**config.mk**
```make
export PLATFORM = sky130hd
export DESIGN_NAME = piso_stream
export DESIGN_NICKNAME = d
export VERILOG_FILES = /design/src/rtl/piso_stream.sv
export SDC_FILE = /design/constraint.sdc
export NUM_CORES = 1
export LEC_CHECK = 0
export CORE_MARGIN = 4
export CORE_UTILIZATION = 50
export DETAILED_ROUTE_END_ITERATION = 12
export GPL_TIMING_DRIVEN = 1
export PLACE_DENSITY_LB_ADDON = 0.25
export SYNTH_ARGS = -nofsm -noshare
export SYNTH_HDL_FRONTEND = slang
export SYNTH_SLANG_ARGS = --single-unit
```
**constraint.sdc**
```tcl
create_clock -name i_clk -period 4.3 [get_ports i_clk]
set_input_delay 0.43 -clock i_clk [delete_from_list [all_inputs] [get_ports i_clk]]
set_output_delay 0.43 -clock i_clk [all_outputs]
set_load 0.02 [all_outputs]
```
**src/rtl/piso_stream.sv**
```systemverilog
// Parallel-in serial-out word serializer: loads NDATA words of BIT bits, emits word 0 first on a valid/ready stream.
// Optional macro PISO_STREAM_BACKTOBACK_EN lets a load ride on the final beat so frames stream without a bubble.
module piso_stream #(
    parameter int BIT   = 8,
    parameter int NDATA = 3
) (
    input  logic                 i_clk,
    input  logic                 i_rst_n,
    input  logic                 i_load,
    output logic                 o_ready,
    input  logic [BIT*NDATA-1:0] i_data,
    output logic [BIT-1:0]       o_data,
    output logic                 o_valid,
    input  logic                 i_ready,
    output logic                 o_last
);

    localparam int              CW   = $clog2(NDATA);
    localparam logic [CW-1:0]   LAST = CW'(NDATA - 1);

    typedef enum logic {
        IDLE,
        SEND
    } state_t;

    state_t         state;
    state_t         state_nxt;
    logic [BIT-1:0] word_buf [NDATA];
    logic [CW-1:0]  cnt;
    logic           load_acc;
    logic           beat;

    // NOTE: every signal written here gets a default first, so no path leaves one unassigned and no latch is inferred.
    always_comb begin
        state_nxt = state;
        o_valid   = (state == SEND);
        o_last    = (state == SEND) && (cnt == LAST);
`ifdef PISO_STREAM_BACKTOBACK_EN
        o_ready   = (state == IDLE) || (o_last && i_ready);
`else
        o_ready   = (state == IDLE);
`endif
        load_acc  = i_load && o_ready;
        beat      = o_valid && i_ready;

        unique case (state)
            IDLE: if (load_acc) state_nxt = SEND;
            SEND: if (o_last && i_ready) state_nxt = load_acc ? SEND : IDLE;
            default: state_nxt = IDLE;
        endcase
    end

    assign o_data = word_buf[0];

    // NOTE: sequential state uses non-blocking assignments so every register samples pre-edge values.
    // NOTE: the word buffer is cleared on reset on purpose, so o_data reads zero whenever nothing is being sent.
    always_ff @(posedge i_clk) begin
        if (!i_rst_n) begin
            state <= IDLE;
            cnt   <= '0;
            for (int k = 0; k < NDATA; k++) word_buf[k] <= '0;
        end else begin
            state <= state_nxt;
            if (load_acc) begin
                // A load on the final beat (back-to-back build) wins over the shift.
                cnt <= '0;
                for (int k = 0; k < NDATA; k++) word_buf[k] <= i_data[BIT*k +: BIT];
            end else if (beat) begin
                cnt <= o_last ? '0 : cnt + 1'b1;
                for (int k = 0; k < NDATA - 1; k++) word_buf[k] <= word_buf[k+1];
                word_buf[NDATA-1] <= '0;
            end
        end
    end

endmodule

```
==> summary.md, run 1 <==
| Metric | Value |
|---|---|
| Status | finished clean |
| Maximum VDD drop | 0.000223 V |
| CTS buffer count | 3 |
| Nets | 170 |
| Setup violators final | 0 |
| Leading area contributor after synthesis | edfxtp_1 |
| # clock sinks | 27 |
| Antenna violations before repair | 0 |
| Worst Setup End Kind | flip-flop |
| CTS tree | yes |
| Top post-synthesis cells by area | edfxtp_1, nand3b_1, a21oi_1, nand3_1, buf_4 |
| Final HPWL DP | 1.69 mm |
| Final wirelength | 2.47 mm |
| Pre-CTS setup slack | 1.45 ns |
| Post-CTS repair timing setup buffer count | 0 |
| Port bufs | 38 |
| Min Hold Slack | 0.532 ns |
| Synth top area share | 52.9% |
| Area after DPL | 1640 sq um |
| Setup Crit Path Kind | primary input to flip-flop |
| Global route overflow | 0 |
| Tcrit/Tclk final | 57.7% |
| Vias | 930 |
| P&R area growth vs syn | 22.7% |
| First-pass GRT wire length | 3.91 mm |
| Ys async rst share | 0% |
| Post-synthesis cell area | 1360 sq um |
| Hold Path End | cnt[0]$_SDFFE_PP0P_ |
| Pleak | 0.000594 uW |
| Root Driver | clkbuf_4 |
| HP Start | cnt[0]$_SDFFE_PP0P_ |
| Die span in y | 60.2 um |
| Vias in the first global route | 903 |
| Worst EP arrival | 2.44 ns |
| Setup WS post-layout | 1.82 ns |
| Antenna Cells | 0 |
| CORE AREA | 2540 sq um |
| Initial Utilization | 53.5% |
| Final slew viol count | 0 |
| Worst r2r dst | word_buf[0][19]$_SDFFCE_PP0P_ |
| Skew final | 0.00243 ns |
| Synth cell count leaders | edfxtp_1, a21oi_1, nand3_1, nand3b_1, buf_4 |
| Top-count cell post-synth | edfxtp_1 |
| Finished layout cell area | 1670 sq um |
| Crit. Startpoint | i_ready |
| Vias/cell | 5.44 |
| Hold_buf cts | 0 |
| Synth Net Count | 143 |
| Global-route usage over all layers | 14.5% |
| Post_cts resized | 0 |
| Worst min path class | flip-flop to flip-flop |
| Crit path time final | 2.48 ns |
| RSZ-0062 raised after global routing | no |
| Worst Max-Slew Pin Slew | 1.00 ns |
| Fmax | 403 MHz |
| Seq/Total Area, Yosys | 57.4% |
| Netlist cell types | 21 |
| GP Congestion | 0.668 |
| Relative slew slack | 33.2% |
| Worst-path clk slew | 0.14 ns |
| Number of synthesized flops with an enable pin | 24 |
| DRT Pass-1 Iters | 4 |
| Pin count of the biggest net entering global routing | 36 |
| DR iter-0 viols | 27 |
| Skew-Pair Late Insertion Delay | 0.32 ns |
| Antenna Nets Post-Route | 0 |
| Reg2Reg Launch Point | o_valid$_SDFF_PN0_ |
| Depth of the CTS H-tree | 1 |
| Longest Clk Path Bufs | 2 |
| Final Hold Violating Endpoints | 0 |
| DRC Markers | 0 |
| Layout cell share with drive strength beyond 1 | 4.26% |
| Syn avg cell area | 11.8 sq um |
| Critical path fanouts, max | 24 |
| Primary FF master, synth | edfxtp_1 |
| Worst Hold Path Cells | 2 |
| Yosys reg bits | 27 |
| Critical path required time | 4.26 ns |
| # IOs | 39 |
| Tot Pwr | 515 uW |
| Die area | 3620 sq um |
| Synth Instances | 115 |
| Row cnt | 18 |
| Synth warnings | 0 |
| Die width | 60.2 um |
| Wire per inst | 14.5 um |
| Pwr Density | 308 nW/um^2 |
| Reg2Reg Depth | 2 |
| Max_cap viols | 0 |
| Setup TNS | 0 ns |
| Worst Setup Start Kind | primary input |
| Reg-to-reg slack, setup | 2.51 ns |
==> flip-flops by register name, summed over array words and instances (netlist names) <==
name / flops
cnt: 2
o_valid: 1
word_buf: 24
==> cell families after synthesis <==
family,after synthesis,synth area share (%)
DFF,27,57.4
AOI/OAI and AO/OA,20,7.81
and+or+nand+nor,47,22.4
buffers and inverters,20,11.3
muxes,1,1.10
==> critical path: stages <==
cell	delay, ns
clkdlybuf4s50_1	0.94
mux2_4	0.29
or2_1	0.77
==> power breakdown <==
part	leakage (uW)	total [uW]	switching, uW	internal [uW]
registers	0.000290	315	6.17	308
clock network	0.0000150	109	72.4	36.3
logic	0.000289	91.8	43.0	48.8
total	0.000594	515	122	394
==> routing by layer <==
layer | vias to the layer above | wire, um | track usage (%)
li1 | 465 | - | -
met1 | 422 | 1020 | 16.6
met2 | 41 | 1240 | 26.1
met3 | 2 | 201 | 3.89
met4 | 0 | 13 | 4.75
met5 | - | 0 | 0
==> layout make-up <==
| cell class | instances | area, sq um |
|---|---|---|
| Clock buffer | 4 | 26.3 |
| Fill cell | 217 | 875 |
| Inverter | 3 | 11.3 |
| Multi-Input combinational cell | 68 | 427 |
| Sequential cell | 27 | 781 |
| Tap cell | 30 | 37.5 |
| Timing Repair Buffer | 39 | 388 |
==> worst max path at each step <==
stage | endpoint | slack (ns) | cells past startpoint
2_1_floorplan | word_buf[0][0]$_DFFE_PP_ | 2.64 | 2
3_3_place_gp | word_buf[0][22]$_SDFFCE_PP0P_ | 1.56 | 3
3_5_place_dp | word_buf[0][22]$_SDFFCE_PP0P_ | 1.45 | 3
4_1_cts | word_buf[0][22]$_SDFFCE_PP0P_ | 1.81 | 3
5_1_grt | word_buf[0][19]$_SDFFCE_PP0P_ | 1.70 | 3
6_report | word_buf[0][19]$_SDFFCE_PP0P_ | 1.82 | 3
==> layout by cell type (no fill, tap or decap) <==
master           synthesis  layout
mux2_4                   1       1
dfxtp_1                  3       3
nand2_1                  2       2
a41oi_1                  1       1
nand2b_1                 1       1
a21oi_1                 16      16
and3_1                   1       1
clkbuf_4                 0       3
edfxtp_1                24      24
buf_4                    9       1
o21ai_1                  1       1
clkdlybuf4s50_1          0      38
nand3b_4                 1       1
or2_1                    1       1
nand3_1                 16      16
clkbuf_1                 0       1
inv_1                    3       3
and2_1                   8       8
and3b_1                  1       1
o22ai_1                  2       2
nand3b_1                16      16
==> per-stage QoR <==
| step | utilization, % | instances |
|---|---|---|
| final | 65.6 | 171 |
| after global routing | 65.6 | 171 |
| after CTS | 65.6 | 171 |
| after detailed placement | 64.6 | 167 |
| after global placement | 64.6 | 167 |
| after floorplan | - | 115 |
Power figures use the tool's default switching activity.
==> run 2, diff against run 1 <==
--- a/config.mk
+++ b/config.mk
@@ -6,7 +6,7 @@
 export NUM_CORES = 1
 export LEC_CHECK = 0
 export CORE_MARGIN = 4
-export CORE_UTILIZATION = 50
+export CORE_UTILIZATION = 42
 export DETAILED_ROUTE_END_ITERATION = 12
 export GPL_TIMING_DRIVEN = 1
 export PLACE_DENSITY_LB_ADDON = 0.25
==> constraint.sdc (replaced) <==
create_clock -name i_clk -period 2.1 [get_ports i_clk]
set_input_delay 0.21 -clock i_clk [delete_from_list [all_inputs] [get_ports i_clk]]
set_output_delay 0.21 -clock i_clk [all_outputs]
set_load 0.02 [all_outputs]
==> run 2 against run 1 <==
Wire length is 1.2% lower. Register-to-register slack lost 2.0 ns. Die area rose by 16%. Sequential power up 100%. Worst hold slack worse by 0.0028 ns. Clock-buffer cell count is the same. Clock power rose by 100%. Final cell count is 11% higher. Power increased by 110%. Clock skew is 0.0029 ns higher. Global-route usage shrank 1.9 points.
==> summary.md, run 2 (synthesis results as in run 1) <==
| Metric | Value |
|---|---|
| Status | finished clean |
| Antenna Cells | 0 |
| Port bufs | 38 |
| Final slew viol count | 0 |
| Depth of the CTS H-tree | 1 |
| Reg2Reg Launch Point | o_valid$_SDFF_PN0_ |
| Vias | 938 |
| Worst min path class | primary input to flip-flop |
| Final wirelength | 2.45 mm |
| Pin count of the biggest net entering global routing | 25 |
| Final Util | 56.1% |
| Vias in the first global route | 944 |
| Layout cell share with drive strength beyond 1 | 7.53% |
| Worst-path clk slew | 0.14 ns |
| WP depth | 3 |
| Slowest CP cell | clkdlybuf4s50_1 |
| Root Driver | clkbuf_4 |
| Antenna Nets Post-Route | 0 |
| DRC Markers | 0 |
| Fmax | 523 MHz |
| Vias/cell | 4.94 |
| Relative slew slack | 80.1% |
| Worst r2r dst | word_buf[0][18]$_SDFFCE_PP0P_ |
| Pwr Density | 614 nW/um^2 |
| Max incr delay on CP | 0.54 ns |
| Flip-flop count of the largest register after layout | 24 |
| Reg2Reg Depth | 3 |
| Buf+Inv Stages, Crit Path | 3 |
| Crit. Startpoint | o_valid$_SDFF_PN0_ |
| Die area | 4220 sq um |
| Skew-Pair Late Insertion Delay | 0.32 ns |
| Initial Utilization | 44.2% |
| Final Hold Violating Endpoints | 0 |
| CTS tree | yes |
| RSZ-0062 raised after global routing | no |
| CTS buffer count | 3 |
| Skew final | 0.00532 ns |
| Commonest non-fill, non-tap cell in the layout | clkdlybuf4s50_1 |
| Worst Max-Slew Pin Slew | 0.299 ns |
| Setup violators final | 0 |
| Global route overflow | 0 |
| Max_cap viols | 0 |
| Nets | 175 |
| Post-CTS repair timing setup buffer count | 0 |
| Global-route usage over all layers | 12.6% |
| Crit path time final | 1.91 ns |
| Setup Crit Path Kind | flip-flop to primary output |
| Die width | 64.9 um |
| First-pass GRT wire length | 4.14 mm |
| Setup TNS | 0 ns |
| DP Cell Count | 186 |
| GP Congestion | 0.696 |
| Pleak | 0.000617 uW |
| Area after DPL | 1700 sq um |
| Tcrit/Tclk final | 91.1% |
| DR iter-0 viols | 70 |
| Worst Setup Start Kind | flip-flop |
| DRT Pass-1 Iters | 4 |
| Row cnt | 20 |
| Die span in y | 64.9 um |
| Crit path capture | o_ready |
| # clock sinks | 27 |
| # IOs | 39 |
| Min Hold Slack | 0.530 ns |
| Wire per inst | 12.9 um |
| Longest Clk Path Bufs | 2 |
| Finished Layout Cells | 190 |
| Final HPWL DP | 1.74 mm |
| Worst Setup End Kind | primary output |
| Biggest register | word_buf |
| Finished layout cell area | 1730 sq um |
| Worst EP arrival | 1.70 ns |
| Critical path fanouts, max | 21 |
| Critical path required time | 1.89 ns |
| Reg-to-reg slack, setup | 0.55 ns |
| P&R area growth vs syn | 26.7% |
| Hold_buf cts | 0 |
| Most frequent cells in the layout | clkdlybuf4s50_1, edfxtp_1, nand3_1, nand3b_1, a21oi_1 |
| Critical path's top delay family | buffers and inverters |
| Maximum VDD drop | 0.000224 V |
| CORE AREA | 3080 sq um |
| Cells along the critical path | buf_4, inv_1, clkdlybuf4s50_1 |
| Antenna violations before repair | 0 |
| Post_cts resized | 0 |
==> run 2: metrics by stage <==
step / worst slack (ns) / power, uW
after detailed placement: 0.450 / 854
after floorplan: 0.437 / 779
after global routing: 0.0974 / 1110
after global placement: 0.476 / 848
after CTS: 0.189 / 1070
final: 0.187 / 1060
==> run 2: worst register-to-register path, stage by stage (launching register included) <==
cell     delay [ns]
dfxtp_1        0.51
mux2_4         0.35
or2_1          0.21
buf_4          0.23
==> run 2: worst min path at each step <==
stage               slack, ns                       endpoint           startpoint  cells past startpoint
finish                   0.53  word_buf[0][23]$_SDFFCE_PP0P_           i_data[23]                      2
global route             0.53  word_buf[0][16]$_SDFFCE_PP0P_           i_data[16]                      2
CTS                      0.53  word_buf[0][23]$_SDFFCE_PP0P_           i_data[23]                      2
detailed placement       0.52            cnt[1]$_SDFFE_PP0P_  cnt[0]$_SDFFE_PP0P_                      2
global placement         0.49            cnt[1]$_SDFFE_PP0P_  cnt[0]$_SDFFE_PP0P_                      2
floorplan                0.36             o_valid$_SDFF_PN0_              i_rst_n                      2
==> run 2: where the power goes <==
part / internal [uW] / switching, uW / total, uW
clock: 74.4 / 146 / 221
sequential: 631 / 13.9 / 645
combinational: 107 / 87.6 / 194
total: 812 / 248 / 1060
==> run 2: metal layers <==
layer	up-vias	share of wire [%]	global-route usage, %
met5	-	0	0
met4	0	1.1	4.75
met3	4	6.5	2.77
met2	32	49	21.8
met1	431	43	15.2
li1	471	-	-
==> run 2: area by class of cell <==
type / instances / area (sq um)
multi-input cells: 68 / 427
inverters: 3 / 11.3
fillers: 284 / 1350
flip-flops and latches: 27 / 781
repair buffers: 44 / 425
clock buffers: 4 / 26.3
well taps: 44 / 55.1
